File: config.mk
export PLATFORM = sky130hd
export DESIGN_NAME = bus_capture_flat
export DESIGN_NICKNAME = d
export VERILOG_FILES = /design/src/rtl/bus_capture_if.sv /design/src/rtl/bus_capture.sv /design/src/flat_wrapper.sv
export SDC_FILE = /design/constraint.sdc
export NUM_CORES = 1
export LEC_CHECK = 0
export CAP_MARGIN = 20
export CORE_ASPECT_RATIO = 2
export CORE_MARGIN = 5
export CORE_UTILIZATION = 35
export CTS_CLUSTER_DIAMETER = 120
export DETAILED_ROUTE_END_ITERATION = 10
export PLACE_DENSITY = 0.56
export SYNTH_ARGS = -nofsm -noshare
export SYNTH_HDL_FRONTEND = slang
export SYNTH_SLANG_ARGS = --single-unit
File: constraint.sdc
create_clock -name clk -period 2.6 [get_ports clk]
set_input_delay 0.39 -clock clk [delete_from_list [all_inputs] [get_ports clk]]
set_output_delay 0.39 -clock clk [all_outputs]
set_load 0.03 [all_outputs]
File: src/rtl/bus_capture_if.sv
// Result-bus capture port bundle: bus sampling side plus valid/ready drain and error flags.
// master = bus/consumer side (testbench or fabric), slave = bus_capture.
interface bus_capture_if #(
    parameter int WIDTH = 32,
    parameter int NDRV  = 4,
    parameter int DEPTH = 4
);
    localparam int SW = $clog2(NDRV);
    localparam int CW = $clog2(DEPTH) + 1;

    logic [WIDTH-1:0] bus_data;
    logic [NDRV-1:0]  drv_en;
    logic             out_valid;
    logic             out_ready;
    logic [WIDTH-1:0] out_data;
    logic [SW-1:0]    out_src;
    logic [CW-1:0]    count;
    logic             err_contention;
    logic             err_overflow;
    logic             err_clr;

    modport master (
        output bus_data, drv_en, out_ready, err_clr,
        input  out_valid, out_data, out_src, count, err_contention, err_overflow
    );

    modport slave (
        input  bus_data, drv_en, out_ready, err_clr,
        output out_valid, out_data, out_src, count, err_contention, err_overflow
    );
endinterface

File: src/rtl/bus_capture.sv
// Captures the tri-state result bus when exactly one driver is enabled and queues {data, source} in a FIFO.
// Latency 1 cycle bus->out_valid; drains on valid/ready; a push into a full FIFO without a pop is dropped.
// Contention and dropped captures raise sticky flags that never stall capture or drain.
module bus_capture #(
    parameter int WIDTH = 32,
    parameter int NDRV  = 4,
    parameter int DEPTH = 4
) (
    input  logic          clk,
    input  logic          rst,
    bus_capture_if.slave  bif
);
    localparam int SW = $clog2(NDRV);
    localparam int AW = $clog2(DEPTH);
    localparam int CW = AW + 1;

    logic [WIDTH-1:0] mem_data [DEPTH];
    logic [SW-1:0]    mem_src  [DEPTH];
    logic [AW-1:0]    wptr;
    logic [AW-1:0]    rptr;
    logic [CW-1:0]    count_q;

    logic          one_hot;
    logic          contention;
    logic          full;
    logic          pop;
    logic          accept;
    logic          drop;
    logic [SW-1:0] src_idx;

    always_comb begin
        src_idx = '0;
        for (int i = 0; i < NDRV; i++) begin
            if (bif.drv_en[i]) src_idx = SW'(i);
        end
        // Exactly one bit set: non-zero and clearing the lowest set bit leaves nothing.
        one_hot    = (bif.drv_en != '0) && ((bif.drv_en & (bif.drv_en - NDRV'(1))) == '0);
        contention = (bif.drv_en != '0) && !one_hot;
        full       = (count_q == CW'(DEPTH));
        pop        = bif.out_valid && bif.out_ready;
        accept     = one_hot && (!full || pop);
        drop       = one_hot && full && !pop;
    end

    always_ff @(posedge clk) begin
        if (rst) begin
            wptr           <= '0;
            rptr           <= '0;
            count_q        <= '0;
            bif.err_contention <= 1'b0;
            bif.err_overflow   <= 1'b0;
            for (int i = 0; i < DEPTH; i++) begin
                mem_data[i] <= '0;
                mem_src[i]  <= '0;
            end
        end else begin
            if (accept) begin
                mem_data[wptr] <= bif.bus_data;
                mem_src[wptr]  <= src_idx;
                wptr           <= wptr + AW'(1);
            end
            if (pop) rptr <= rptr + AW'(1);
            if (accept && !pop)      count_q <= count_q + CW'(1);
            else if (pop && !accept) count_q <= count_q - CW'(1);
            // A new error event in the same cycle as err_clr keeps the flag set.
            bif.err_contention <= contention | (bif.err_contention & ~bif.err_clr);
            bif.err_overflow   <= drop       | (bif.err_overflow   & ~bif.err_clr);
        end
    end

    assign bif.out_valid = (count_q != '0);
    assign bif.out_data  = mem_data[rptr];
    assign bif.out_src   = mem_src[rptr];
    assign bif.count     = count_q;
endmodule

File: src/flat_wrapper.sv
// flat-port wrapper written by rule: the top's interface ports become plain ports
module bus_capture_flat 
#(
    parameter int WIDTH = 32,
    parameter int NDRV  = 4,
    parameter int DEPTH = 4
)
  (clk, rst, bif_bus_data, bif_drv_en, bif_out_ready, bif_err_clr, bif_out_valid, bif_out_data, bif_out_src, bif_count, bif_err_contention, bif_err_overflow);
  bus_capture_if #(.WIDTH(WIDTH), .NDRV(NDRV), .DEPTH(DEPTH)) bif_i ();
  input  logic clk;
  input  logic rst;
  input wire logic [$bits(bif_i.bus_data)-1:0] bif_bus_data;
  input wire logic [$bits(bif_i.drv_en)-1:0] bif_drv_en;
  input wire logic [$bits(bif_i.out_ready)-1:0] bif_out_ready;
  input wire logic [$bits(bif_i.err_clr)-1:0] bif_err_clr;
  output wire logic [$bits(bif_i.out_valid)-1:0] bif_out_valid;
  output wire logic [$bits(bif_i.out_data)-1:0] bif_out_data;
  output wire logic [$bits(bif_i.out_src)-1:0] bif_out_src;
  output wire logic [$bits(bif_i.count)-1:0] bif_count;
  output wire logic [$bits(bif_i.err_contention)-1:0] bif_err_contention;
  output wire logic [$bits(bif_i.err_overflow)-1:0] bif_err_overflow;
  assign bif_i.bus_data = bif_bus_data;
  assign bif_i.drv_en = bif_drv_en;
  assign bif_i.out_ready = bif_out_ready;
  assign bif_i.err_clr = bif_err_clr;
  assign bif_out_valid = bif_i.out_valid;
  assign bif_out_data = bif_i.out_data;
  assign bif_out_src = bif_i.out_src;
  assign bif_count = bif_i.count;
  assign bif_err_contention = bif_i.err_contention;
  assign bif_err_overflow = bif_i.err_overflow;
  bus_capture #(.WIDTH(WIDTH), .NDRV(NDRV), .DEPTH(DEPTH)) u_core (.clk(clk), .rst(rst), .bif(bif_i));
endmodule
==> metrics <==
Sequential Area=4310 sq um; RR Startpoint=u_core.bif.count[0]$_SDFFE_PP0P_; final design utilization=around 46%; reg2reg setup slack=460 ps; Tmin final=roughly 2400 ps; Yosys reg bits=approximately 150; Detailed Route Iter0 Violations=between 150 and 200; final instance area=~8300 sq um; Netlist cell types=31; Critical Path RT=2950 ps; htree depth=4; Area growth syn-to-layout=29.3%; Post-synth top flop=edfxtp_1; worst setup margin=about 170 ps; number of buffers created by CTS=17; Total Neg Setup Slack=0 ps; placed wire-length estimate=approximately 9300 um; Cell Area, Placed=about 7600 sq um; total number of clock tree sinks=147; via total after detailed routing=3795; Worst path max stage delay=570 ps; Chip Width=106 um; TritonRoute pass-1 iters=6; yosys warns=0; later-pin clock latency in the skew report=approximately 410 ps; DR DRC count=0; Fillers=between 1500 and 2000; clock buffer depth=2; final wirelength=14700 um; HP Class=input pin to flop; Final Wtd Congestion=~0.77; reg-to-reg endpoint=u_core.bif.count[2]$_SDFFE_PP0P_; Fin. Hold Viols=0; Crit Path Max Fanout=3; Total GRT Usage=14.2%; largest net degree at the start of global routing=35; worst-margin pin slew=a little over 500 ps; period utilization=93.4%; Clock transition at path regs=60 ps; cell type with the largest total area after synthesis=edfxtp_1; startpoint types=input pin; layout cells sized above 1=about 20%; leakage power=approximately 3.2 nW; Final nets=574; Routed Antenna Nets=0; Setup violations, final=0; FP Rows=70; CP arrival=2780 ps; Worst setup EP type=flop; DR WL/cell=19.3 um; hold-fix buffers at CTS=0; Slew headroom=about 66%; post-synthesis sequential area ratio=around 67%; CP max-delay cell=or4b_4; RSZ-0062 raised after global routing=no; full die area=between 20000 and 25000 sq um; WHS Path Cells=2; Mean Syn Cell Area=about 15 sq um; core area=approximately 18000 sq um; fmax=approximately 400 MHz; IO Count=80; worst reg-to-reg path cell count=8; first-pass GRT wire length=approximately 23000 um; async set-reset flop share out of synthesis=0%; Initial Utilization=35.3%; GR Overflow Total=0; clk root buf=clkbuf_16; clk_skew=10.8 ps; Synth top area share=between 60% and 70%; Mapped Cells=between 400 and 500; Hold EP=u_core.bif.err_overflow$_SDFF_PP0_; multi-input logic area=roughly 1900 sq um; crit path cell chain=clkdlybuf4s50_1 -> or4b_4 -> o311ai_4 -> nand2b_2 -> clkinv_2 -> ha_4 -> inv_1 -> fa_2 -> xor2_1 -> or3_1 -> a21oi_1; hold path startpoint=rst; I/O Buffers=79; outcome=finished, final reports clean; Setup WS pre-CTS=-238 ps; number of enable flip-flop cells after synthesis=between 100 and 150; CTS tree=yes; Chip Height=between 200 and 250 um; Max VDD drop=~0.48 mV; Max Cap Violations=0; crit path kind=input pin to flop; Mapped Nets=between 400 and 500; pwr/cell area=approximately 940 nW/um^2; via/cell ratio=between 4 and 5; vias in the first global route=between 4000 and 5000; initial antenna violation count=0; Post-CTS Setup Repair Bufs=0; Pins Over Slew Limit=0; synth top area cells=edfxtp_1 64%, mux4_2 12%, nor2_1 8.5%; mapped cell area=about 6400 sq um; ant diodes=0
layout by cell type (no fill, tap or decap), types with 2 or more instances in the layout:
cell type and count:
bufinv_16 6, nor2_1 145, a21oi_1 6, clkbuf_1 3, xor2_1 4, dfxtp_1 9
dlymetal6s2s_1 16, nor3_1 2, clkbuf_16 17, edfxtp_1 136, nand2b_2 6, a31o_2 2
mux4_2 34, nor2b_1 3, or4_1 2, clkdlybuf4s50_1 44, buf_12 9, xnor2_1 2
o21ai_0 2, buf_4 18, inv_1 2, or4b_4 2, dfxtp_2 2, dlygate4sd2_1 15
or3_1 4, nand2b_1 34, nand2_1 2, inv_6 3
metrics by stage:
step                      total power [W]  cells  hold WS (ps)
after floorplan                   0.00434    439           485
final                             0.00778    761           454
after global placement            0.00520    729           464
after CTS                         0.00790    761           445
after global routing              0.00809    761           480
after detailed placement          0.00521    729           476
cells by family (layout without fill, tap and decap cells):
kind of cell / count (synthesis) / count (layout) / share of synthesized area, %
compound gates: 11 / 11 / 1.15
xor+xnor: 6 / 6 / 0.820
fa+ha+maj: 2 / 2 / 0.508
buf+inv: 33 / 139 / 3.42
flops: 147 / 147 / 67.2
mux: 36 / 36 / 12.3
simple gates: 204 / 204 / 14.7
power breakdown:
group	switching, W	total (W)	internal [W]
combinational	0.00121	0.00216	0.000953
clock	0.000935	0.00274	0.00181
sequential	0.0000854	0.00288	0.00279
total	0.00223	0.00778	0.00555
flip-flops by register name, summed over array words and instances, names as in the netlist, named ones only:
signal,flops
u_core.mem_data,128
u_core.mem_src,8
u_core.bif.count,3
u_core.rptr,2
u_core.wptr,2
u_core.bif.err_contention,1
u_core.bif.err_overflow,1
cells in the mapped netlist (2+ instances only):
cell type,n
nand2_1,2
buf_2,9
a21oi_1,6
xor2_1,4
mux4_2,34
xnor2_1,2
or4b_1,2
inv_1,2
o21ai_0,2
or4_1,2
edfxtp_1,136
nor2_1,145
nand2b_1,39
nor3_1,2
clkbuf_1,10
or3_1,4
dfxtp_1,11
nor2b_1,3
a31o_2,2
buf_6,11
worst max-delay path: cells and delay by family:
kind,cells,cell delay [ps]
buf+inv,3,560
xor+xnor,1,150
fa+ha+maj,2,450
compound gates,2,250
simple gates,3,970
cell type report:
type                       count  area share [%]
sequential                   147            52.0
multi-input combinational    259            23.3
timing repair buffer         104            13.3
clock buffer                  20            5.27
tap                          216            3.26
clock inverter                12            2.73
inverter                       3           0.151
metal layers:
metal | vias up | global-route usage (%) | wire length, um
met2 | 76 | 28.6 | 8760
met1 | 1942 | 13.9 | 5320
met3 | 11 | 3.11 | 422
met4 | 0 | 4.54 | 207
met5 | - | 0 | 0
li1 | 1766 | - | -
worst max path at each step:
stage	from	endpoint	depth (start not counted)
2_1_floorplan	bif_drv_en[3]	u_core.bif.count[2]$_SDFFE_PP0P_	12
3_3_place_gp	bif_drv_en[0]	u_core.bif.count[2]$_SDFFE_PP0P_	11
3_5_place_dp	bif_drv_en[0]	u_core.bif.count[2]$_SDFFE_PP0P_	11
4_1_cts	flop	bif_out_data[4]	3
5_1_grt	bif_drv_en[0]	u_core.bif.count[2]$_SDFFE_PP0P_	11
6_report	bif_drv_en[0]	u_core.bif.count[2]$_SDFFE_PP0P_	11
timing repair:
item                                    CTS  global route
pin swaps                                 0             0
hold endpoints to repair                  0             0
cloned                                    0             0
endpoints found under the setup margin   17            16
resized for setup                        16            16
(Power assumes the default switching activity.)
